===== config.mk =====
export PLATFORM = sky130hd
export DESIGN_NAME = status_debounce
export DESIGN_NICKNAME = d
export VERILOG_FILES = /design/src/rtl/status_debounce.sv
export SDC_FILE = /design/constraint.sdc
export NUM_CORES = 1
export LEC_CHECK = 0
export CELL_PAD_IN_SITES_DETAIL_PLACEMENT = 1
export CELL_PAD_IN_SITES_GLOBAL_PLACEMENT = 1
export CORE_MARGIN = 2
export CORE_UTILIZATION = 32
export CTS_CLUSTER_DIAMETER = 40
export CTS_CLUSTER_SIZE = 8
export DETAILED_ROUTE_END_ITERATION = 8
export PLACE_DENSITY_LB_ADDON = 0.08
export SYNTH_ARGS = -nofsm -noshare
export SYNTH_HDL_FRONTEND = slang
export SYNTH_SLANG_ARGS = --single-unit

===== constraint.sdc =====
create_clock -name SYSCLK -period 3.6 [get_ports SYSCLK]
set_input_delay 0.54 -clock SYSCLK [delete_from_list [all_inputs] [get_ports SYSCLK]]
set_output_delay 0.54 -clock SYSCLK [all_outputs]
set_load 0.05 [all_outputs]

===== src/rtl/status_debounce.sv =====
// Status pin conditioning: two-flop synchronizer, tick-paced per-pin debounce,
// software enable mask, and a port-select register window for status/mask access.
module status_debounce #(
   parameter int unsigned NUM_BYTES = 2,
   parameter int unsigned TICK_DIV  = 1000,
   parameter int unsigned DB_COUNT  = 4
) (
   input  logic                   SYSCLK,
   input  logic                   RESET,
   input  logic [8*NUM_BYTES-1:0] RAW_IN,
   input  logic                   PORT_CS,
   input  logic [15:0]            OFFSET_SEL,
   input  logic                   RD_WR,
   input  logic [7:0]             WR_DATA,
   output logic [7:0]             DOUT,
   output logic [8*NUM_BYTES-1:0] STATUS,
   output logic                   CHG_PULSE
);

   localparam int unsigned NPINS     = 8 * NUM_BYTES;
   localparam logic [15:0] TICK_LAST = 16'(TICK_DIV - 1);
   localparam logic [3:0]  CNT_LAST  = 4'(DB_COUNT - 1);

   logic [NPINS-1:0] sync1;
   logic [NPINS-1:0] sync2;
   logic [NPINS-1:0] stable;
   logic [NPINS-1:0] en;
   logic [NPINS-1:0] status_prev;
   logic [3:0]       cnt [NPINS];
   logic [15:0]      presc;
   logic             tick;
   logic             rd_stb;
   logic             wr_stb;
   logic [7:0]       rd_byte;

   assign rd_stb = PORT_CS & RD_WR;
   assign wr_stb = PORT_CS & ~RD_WR;
   assign tick   = (presc == TICK_LAST);
   assign STATUS = stable & en;

   always_ff @(posedge SYSCLK) begin
      if (RESET) begin
         sync1 <= '0;
         sync2 <= '0;
      end else begin
         sync1 <= RAW_IN;
         sync2 <= sync1;
      end
   end

   always_ff @(posedge SYSCLK) begin
      if (RESET || tick) begin
         presc <= '0;
      end else begin
         presc <= presc + 16'd1;
      end
   end

   // A pin must differ from its accepted level on DB_COUNT consecutive ticks
   // before the new level is taken; any matching tick restarts the count.
   always_ff @(posedge SYSCLK) begin
      if (RESET) begin
         stable <= '0;
         for (int unsigned i = 0; i < NPINS; i++) begin
            cnt[i] <= '0;
         end
      end else if (tick) begin
         for (int unsigned i = 0; i < NPINS; i++) begin
            if (sync2[i] != stable[i]) begin
               if (cnt[i] == CNT_LAST) begin
                  stable[i] <= sync2[i];
                  cnt[i]    <= '0;
               end else begin
                  cnt[i] <= cnt[i] + 4'd1;
               end
            end else begin
               cnt[i] <= '0;
            end
         end
      end
   end

   always_ff @(posedge SYSCLK) begin
      if (RESET) begin
         en <= '1;
      end else if (wr_stb) begin
         for (int unsigned k = 0; k < NUM_BYTES; k++) begin
            if (OFFSET_SEL[NUM_BYTES + k]) begin
               en[8*k +: 8] <= WR_DATA;
            end
         end
      end
   end

   // Offsets are one-hot, so OR-combining the selected bytes is a plain mux.
   always_comb begin
      rd_byte = '0;
      for (int unsigned k = 0; k < NUM_BYTES; k++) begin
         if (OFFSET_SEL[k]) begin
            rd_byte = rd_byte | STATUS[8*k +: 8];
         end
         if (OFFSET_SEL[NUM_BYTES + k]) begin
            rd_byte = rd_byte | en[8*k +: 8];
         end
      end
   end

   always_ff @(posedge SYSCLK) begin
      if (RESET) begin
         DOUT <= '0;
      end else if (rd_stb) begin
         DOUT <= rd_byte;
      end
   end

   always_ff @(posedge SYSCLK) begin
      if (RESET) begin
         status_prev <= '0;
         CHG_PULSE   <= 1'b0;
      end else begin
         status_prev <= STATUS;
         CHG_PULSE   <= (STATUS != status_prev);
      end
   end

endmodule


==> results_dict.tcl <==
set metrics [dict create \
    vias 5069 \
    synth_area_um2 7098 \
    max-vdd-ir-drop_mv 0.2591 \
    grt_overflow 0 \
    ctsHoldBuffers 0 \
    fin_worst_skew_ns 0.01227 \
    setup_violations 0 \
    synth_nets 756 \
    cts_root_buf "clkbuf_16" \
    dp_hpwl_um 11720 \
    cts_tree "built" \
    period_minus_slack_ns 2.928 \
    ys_seq_area_share_pct 56.69 \
    slowest_stage "or4_1" \
    ctsResizeCount 0 \
    intPower_mw 3.117 \
    critPathMaxStageDelay_ns 0.77 \
    grt_pass1_wl_um 27920 \
    crit_chain "or4b_1, or4_1, buf_4, or4_1, nor2_1" \
    synth.top_cell.area_share_pct 29.61 \
    power_frac_seq_pct 50.0 \
    start_kind "register" \
    yosysTopAreaCell "dfxtp_1" \
    p_comb_share_pct 4.9 \
    dp_slack_ns 0.6833 \
    cp_max_fo 10 \
    power_density_nw_per_um2 482.3 \
    h-tree-depth 4 \
    drt-wirelength-per-cell_um 16.06 \
    synthCells 695 \
    yosysWarnings 0 \
    drtIter0Drc 227 \
    tightest_slew_ns 0.5384 \
    finalWeightedCongestion 0.7506 \
    synth_area_leaders "dfxtp_1 30%, edfxtp_1 27%, xnor2_1 6.7%" \
    dr.pass1.iters 5 \
    cts_sinks 169 \
    cts_setup_buffers 0 \
    switching_share_pct 24.71 \
    ys_seq_elements 169 \
    cts_buffers 17 \
    die_w_um 152.9 \
    drc 0 \
    grt_antenna_before_repair 0 \
    slew-limit-headroom_pct 64.11 \
    setup_slack_ns 0.6717 \
    dp.cells 1012 \
    switchingPower_mw 1.023 \
    cap_violations 0 \
    fill_cells 2428 \
    fin_hold_ws_ns 0.4415 \
    multi_input_area_um2 2851 \
    fmax_mhz 341.5 \
    report.power.total_mw 4.140 \
    crit_required_ns 3.88 \
    grt_use_total_pct 14.97 \
    hold_viol_final 0 \
    syn-mean-instance-area_um2 10.21 \
    clk_pin_slew_ns 0.08 \
    dieArea_um2 23390 \
    critPathTopFamily "simple AND/OR/NAND/NOR gates" \
    slew_violations 0 \
    worst_path_most_repeated_cell "or4_1" \
    clock_latency_ns 0.43 \
    rows 54 \
    grt_start_max_net_pins 56 \
    leakage_nw 3.371 \
    nets 812 \
    ant_nets 0 \
    grt_pass1_vias 5436 \
    final_cells 1044 \
    syn2layout_area_growth_pct 20.94 \
    io_pins 69 \
    holdCritPathClass "reg -> reg" \
    cp_num_buf_inv 1 \
    drive_above_1_share_pct 6.545 \
    critPathKind "reg -> reg" \
    clkPwrFrac_pct 45.0 \
    insertedDiodeCount 0 \
    synthDistinctLibCells 33 \
    setup-tns-final_ns 0 \
    numPortBuffers 56 \
    avgViaCountPerCell 4.855 \
    crit_arrival_ns 3.21 \
    rsz0062_at_grt "no" \
    regArea_um2 4024 \
    start_util_pct 32.52 \
    period_share_pct 81.34 \
    die_h_um 152.9 \
    endpoint_kind "register" \
    status "finished, final reports clean" \
    routed_wl_um 16770 \
    cts_max_path_buffers 2 \
    core-area_um2 21820 \
]
[cells by family after synthesis]
family,after synthesis,share of synthesized area (%)
XOR/XNOR,75,9.254
buffers and inverters,59,3.261
flip-flops,169,56.69
AND/OR/NAND/NOR,313,21.58
adder cells (fa/ha/maj),17,2.997
AO/OA/AOI/OAI,62,6.222
[worst register-to-register path: stages, from the launching register on]
cell and delay (ns):
dfxtp_1 0.35, or4b_1 0.57, or4_1 0.77, buf_4 0.30
or4_1 0.62, nor2_1 0.17
[power by group through the flow]
stage | combinational [mW] | clock, mW | sequential, mW
2_1_floorplan | 0.102 | 0 | 2.12
3_3_place_gp | 0.203 | 0 | 2.11
3_5_place_dp | 0.207 | 0 | 2.12
4_1_cts | 0.208 | 1.93 | 2.07
5_1_grt | 0.227 | 2.01 | 2.08
6_report | 0.204 | 1.86 | 2.07
[path summary, 6_finish.rpt]
check	startpoint	end	slack, ns	depth (start not counted)
max	presc[3]	cnt[0][22]	0.67	5
min	presc[0]	presc[0]	0.44	1
min reg2reg	presc[0]	presc[0]	0.44	1
max reg2reg	presc[3]	cnt[0][22]	0.67	5
[flip-flops by register name, summed over array words and instances (netlist names)]
| register | count |
|---|---|
| CHG_PULSE | 1 |
| DOUT | 8 |
| cnt | 64 |
| en | 16 |
| presc | 16 |
| stable | 16 |
| status_prev | 16 |
| sync1 | 16 |
| sync2 | 16 |
[per-stage QoR]
stage | area [um2] | utilization (%)
2_1_floorplan | 7098 | -
3_3_place_gp | 7983 | 36.58
3_5_place_dp | 7983 | 36.58
4_1_cts | 8584 | 39.34
5_1_grt | 8584 | 39.34
6_report | 8584 | 39.34
[synth_stat cells]
| library cell | number |
|---|---|
| nor2b_1 | 33 |
| nand3b_1 | 1 |
| nor2_1 | 94 |
| xor2_1 | 21 |
| a311oi_1 | 1 |
| buf_6 | 1 |
| xnor2_1 | 54 |
| inv_1 | 33 |
| o31ai_1 | 2 |
| nor3b_1 | 16 |
| and3_1 | 3 |
| a41o_1 | 16 |
| a21oi_1 | 19 |
| or4_4 | 8 |
| and2_1 | 4 |
| clkbuf_1 | 19 |
| nor4_1 | 7 |
| dfxtp_1 | 105 |
| nand3_1 | 37 |
| nand4_1 | 5 |
| ha_1 | 17 |
| buf_1 | 4 |
| buf_2 | 2 |
| or4_1 | 12 |
| a221oi_1 | 8 |
| nor3_1 | 2 |
| or3_1 | 1 |
| nand2_1 | 89 |
| o21ai_0 | 8 |
| a31oi_1 | 7 |
| edfxtp_1 | 64 |
| or4b_1 | 1 |
| a41oi_1 | 1 |
[layer usage]
metal / part of all wire (%) / wire length [um] / global-route usage, %
met2: 50 / 8329 / 25.65
met3: 3.0 / 510 / 2.949
met5: 0 / 0 / 0
met4: 0.94 / 158 / 4.541
met1: 46 / 7770 / 19.14
[placed cells by master (no fill, tap or decap), types with 3 or more instances in the layout]
master,Yosys,layout
inv_8,0,4
inv_1,33,33
nor2_1,94,94
dfxtp_1,105,105
buf_4,0,5
nor4_1,7,6
or4_4,8,8
or4_1,12,12
inv_6,0,5
nor2b_1,33,33
a41o_1,16,16
o21ai_0,8,8
clkdlybuf4s50_1,0,55
clkbuf_16,0,17
a21oi_1,19,19
nand4_1,5,5
nand2_1,89,88
a221oi_1,8,8
a31oi_1,7,7
xor2_1,21,21
and2_1,4,4
edfxtp_1,64,64
xnor2_1,54,54
ha_1,17,17
and3_1,3,3
nand3_1,37,37
nor3b_1,16,16
[cell type report]
cell class	instances	share of cell area (%)
Multi-Input combinational cell	467	33.22
Timing Repair Buffer	63	7.375
Inverter	33	1.443
Clock buffer	17	4.956
Tap cell	280	4.081
Clock inverter	15	2.055
Sequential cell	169	46.87
No activity file was read; power rests on OpenSTA's default activity.
